**src/rtl/reg_file.sv**
```systemverilog
// -----------------------------------------------------------------------------
// reg_file
//
// Operand register bank for the `ula` execute stage. It holds REGS words of
// BITS+1 bits. x0 is a constant zero and is never stored.
//
// It has one synchronous write port and two registered read ports. Each read
// port has a write-to-read bypass, so a write on edge N is visible as an
// operand on edge N as well. The stored value is then readable from edge N+1.
//
// Ports
//   clk    rising-edge clock
//   reset  asynchronous, active-high; clears storage and outputs
//   we     write enable (sampled on posedge clk)
//   wa     write address (a write to x0 is ignored)
//   wd     write data
//   re     read enable (sampled on posedge clk)
//   rs1    read address for operand a
//   rs2    read address for operand b
//   a      registered operand a (to ula.a)
//   b      registered operand b (to ula.b)
//   valid  one-cycle strobe: a/b hold freshly read operands
//
// Handshake: there is no back-pressure. Every edge with re=1 is an accepted
// read. One edge later, valid=1 and a/b carry that read's operands. On an edge
// with re=0, valid drops to 0 and a/b keep their last values.
// -----------------------------------------------------------------------------
module reg_file #(
    parameter int BITS = 63,
    parameter int REGS = 32,
    parameter int ADDR = 5
) (
    input  logic            clk,
    input  logic            reset,
    input  logic            we,
    input  logic [ADDR-1:0] wa,
    input  logic [BITS:0]   wd,
    input  logic            re,
    input  logic [ADDR-1:0] rs1,
    input  logic [ADDR-1:0] rs2,
    output logic [BITS:0]   a,
    output logic [BITS:0]   b,
    output logic            valid
);

    // Entry 0 is deliberately absent: x0 has no storage at all.
    logic [BITS:0] mem [1:REGS-1];

    logic [BITS:0] src1;
    logic [BITS:0] src2;

    // Operand source selection. x0 takes priority over the bypass, so a
    // same-edge write to x0 can never leak into an operand.
    always_comb begin
        src1 = '0;
        if (rs1 != '0) begin
            if (we && (wa == rs1)) src1 = wd;
            else                   src1 = mem[rs1];
        end
    end

    always_comb begin
        src2 = '0;
        if (rs2 != '0) begin
            if (we && (wa == rs2)) src2 = wd;
            else                   src2 = mem[rs2];
        end
    end

    // Storage write port.
    always_ff @(posedge clk or posedge reset) begin
        if (reset) begin
            for (int i = 1; i < REGS; i++) begin
                mem[i] <= '0;
            end
        end else if (we && (wa != '0)) begin
            mem[wa] <= wd;
        end
    end

    // Registered read ports. Operands hold while re=0, so ula keeps a
    // stable input between reads.
    always_ff @(posedge clk or posedge reset) begin
        if (reset) begin
            a     <= '0;
            b     <= '0;
            valid <= 1'b0;
        end else begin
            valid <= re;
            if (re) begin
                a <= src1;
                b <= src2;
            end
        end
    end

endmodule

```
**config.mk**
```make
export PLATFORM = sky130hd
export DESIGN_NAME = reg_file
export DESIGN_NICKNAME = d
export VERILOG_FILES = /design/src/rtl/reg_file.sv
export SDC_FILE = /design/constraint.sdc
export NUM_CORES = 2
export LEC_CHECK = 0
export ABC_AREA = 0
export ABC_CLOCK_PERIOD_IN_PS = 219500
export BUFFER_PORTS_ARGS = -buffer_cell sky130_fd_sc_hd__clkbuf_2
export CAP_MARGIN = 5
export CORE_ASPECT_RATIO = 0.5
export CORE_MARGIN = 5
export CORE_UTILIZATION = 50
export CTS_CLUSTER_SIZE = 20
export DETAILED_ROUTE_END_ITERATION = 8
export HOLD_SLACK_MARGIN = 0.08
export PLACE_DENSITY = 0.76
export SYNTH_ARGS = -nofsm -noshare
export SYNTH_HDL_FRONTEND = slang
export SYNTH_SLANG_ARGS = --single-unit
```
**constraint.sdc**
```tcl
create_clock -name clk -period 219.5 [get_ports clk]
set_clock_uncertainty 0.2 [all_clocks]
set_input_delay 32.925 -clock clk [delete_from_list [all_inputs] [get_ports clk]]
set_output_delay 32.925 -clock clk [all_outputs]
set_load 0.1 [all_outputs]
```
==> results.yml <==
route:
  drtIter0Drc: 9495
  wl_mm: 362
  wl_per_cell_um: 33.2
  ant_nets: 0
  vias_per_cell: 7.09
  drtPass1Iterations: 5
  drc_errors: 0
  dr_total_vias: 77181
timing:
  setup_viol: 0
  finalMaxSlewViolations: 0
  tns_ns: 0
  finalWorstSetupSlack_ns: 182.41
  hold_viol: 0
  rsz0062_at_grt: "no"
  max_freq_mhz: 27.0
  min_period_ns: 37.09
  worstMarginPinSlew_ns: 1.44
  slew_headroom: 0.0361
  period_share: 0.169
critical_path:
  crit_required_ns: 220.14
  cp_data_arrival_time_ns: 37.72
  worstSetupStartpointType: "input port"
  critPathMaxFanout: 165
  end_kind: "asynchronous set/reset pin"
  critPathKind: "input port to asynchronous set/reset pin"
global_routing:
  use_met2: 0.466
  grtUsageMet3: 0.0822
  grt_pass1_wl_mm: 535
  globalRouteOverflowTotal: 0
  grt_pass1_vias: 78122
  met1_usage: 0.409
  grt.total_usage: 0.307
  grt_max_degree: 166
  grt_busiest_layer: "met2"
  antenna_found_initial: 25
pwr:
  p_clk_frac: 0.314
  p_int_uw: 785
  p_sw_frac: 0.300
  p_per_area_nw_per_um2: 9.28
  combPwrFrac: 0.217
  power_frac_seq: 0.468
  power.switching_uw: 336
  ir_drop_mv: 0.00861
  leakage_uw: 0.0532
clocking:
  clock-sinks: 2113
  cts_buffers: 194
  clock_latency_ns: 0.84
  post_cts_resized: 0
  post-cts-setup-buffer-count: 0
  cts_hold_buffers: 0
  cts_root_buf: "clkbuf_16"
  clock_path_buffers: 3
  htreeDepth: 4
  cts_tree: "yes"
  cts.clk_slew.worst_paths_ns: 0.06
final_layout:
  fillers: 17794
  layout_commonest_cell: "dfrtp_1"
  mostFrequentLayoutCells: "2113 x dfrtp_1, 1677 x mux2_2, 612 x mux2i_1, 580 x mux2_1, 562 x mux4_2"
  syn_to_final_growth_pct: 8.49
  fin_nets: 7824
  post-route-util: 0.546
  drive_gt1_frac: 0.378
synth:
  synth.distinct_cells: 50
  yosysSeqAreaShare: 0.475
  syn-instance-count: 8032
  syn_nets: 8115
  synth_edf_count: 0
  avgSynthCellArea_um2: 13.9
  async_flop_share: 1.00
  ys.flop_type: "dfrtp_1"
  synth_area_um2: 111000
  ys_warn_count: 0
  ys_seq_elements: 2113
floorplan:
  fp-row-count: 122
  die_h_um: 344
  coreArea_um2: 221000
  initial_core_util: 0.503
  die-area_um2: 233000
  die_x_um: 677
  io-pin-count: 212
placed_design:
  port-buffer-count: 211
  place_congestion: 0.852
  pre_cts_ws_ns: 181.45
  hpwl_mm: 200
worst_hold_path:
  hold_path_class: "register to register"
status:
  outcome: "finished clean"
run:
  cap_violations: 0
## cell usage after synthesis, types with 3 or more instances
cell	n	area, um^2
dfrtp_1	2113	52900
mux2_2	1677	18900
mux2i_1	612	6130
mux2_1	580	6530
mux4_2	562	12700
clkbuf_1	532	2000
buf_2	271	1360
a22oi_1	243	1820
o22ai_1	226	1410
nor2_1	187	702
o211ai_1	126	946
o21ai_0	109	546
a221o_1	99	991
nand2_1	93	349
a221oi_1	81	709
a211oi_1	65	488
a21oi_1	65	325
o221ai_1	63	552
nor2b_1	59	369
nand3_1	55	275
or3_1	48	300
buf_1	30	113
buf_4	25	188
o21ai_1	18	90.1
or4_1	17	128
a32o_1	11	110
nor2_2	8	50.1
xnor2_1	6	52.6
and2_1	5	31.3
buf_6	5	56.3
nand2b_1	5	31.3
nor3b_1	5	37.5
nand3b_1	4	30.0
inv_1	3	11.3
nand4_1	3	18.8
or2_1	3	18.8
xor2_1	3	26.3
## cell type report
class | count | area [um^2] | share of cell area
antenna | 22 | 55.1 | 0.000456
clock buffer | 285 | 5730 | 0.0474
timing repair buffer | 376 | 2470 | 0.0204
tap | 2976 | 3720 | 0.0308
inverter | 4 | 32.5 | 0.000269
sequential | 2113 | 52900 | 0.438
multi-input combinational | 5052 | 55200 | 0.457
clock inverter | 61 | 749 | 0.00620
## metrics by stage
step,std cells,total power [uW],hold slack (ns),instance area [um^2]
6_report,10889,1120,0.305,121000
5_1_grt,10883,1160,0.318,121000
4_1_cts,10867,1120,0.305,121000
3_5_place_dp,10521,770,0.291,114000
3_3_place_gp,10521,759,0.281,114000
2_1_floorplan,8032,708,0.270,111000
## logic make-up after synthesis
kind of cell	count (synthesis)	synth area share
muxes	3431	0.397
DFF	2113	0.475
AOI/OAI and AO/OA	1112	0.0725
buffers and inverters	867	0.0335
and+or+nand+nor	500	0.0216
xor gates and xnor gates	9	0.000708
## worst paths after layout
path | slack (ns) | end | depth (start not counted) | startpoint
max | 182.41 | mem[1056]$_DFFE_PP0P_ | 7 | reset
min | 0.30 | mem[1203]$_DFFE_PP0P_ | 1 | mem[1203]$_DFFE_PP0P_
max reg2reg | 217.44 | a[55]$_DFFE_PP0P_ | 4 | mem[1655]$_DFFE_PP0P_
min reg2reg | 0.30 | mem[1203]$_DFFE_PP0P_ | 1 | mem[1203]$_DFFE_PP0P_
max in group clk | 182.56 | b[46]$_DFFE_PP0P_ | 9 | rs2[0]
min in group asynchronous | 31.99 | mem[129]$_DFFE_PP0P_ | 2 | reset
## routing by layer
metal,vias to the layer above,wire (um)
li1,30356,-
met1,40723,139000
met2,4949,161000
met3,1139,41400
met4,14,20200
met5,-,81
## flip-flops by register name, indices dropped and copies added (netlist names)
signal	flops
valid	1
mem	1984
a	64
b	64
## worst max-delay path: stages
cell and delay (ns):
clkbuf_2 0.12, inv_8 0.45, buf_12 0.57, buf_4 0.76, buf_4 0.72, buf_4 0.78, buf_4 0.84
## power groups by stage
| stage | registers, uW | clock network, uW | logic [uW] |
|---|---|---|---|
| final | 525 | 352 | 244 |
| after global routing | 533 | 369 | 260 |
| after CTS | 523 | 354 | 242 |
| after detailed placement | 529 | 0 | 241 |
| after global placement | 525 | 0 | 234 |
| after floorplan | 538 | 0 | 170 |
Power figures use the tool's default switching activity.
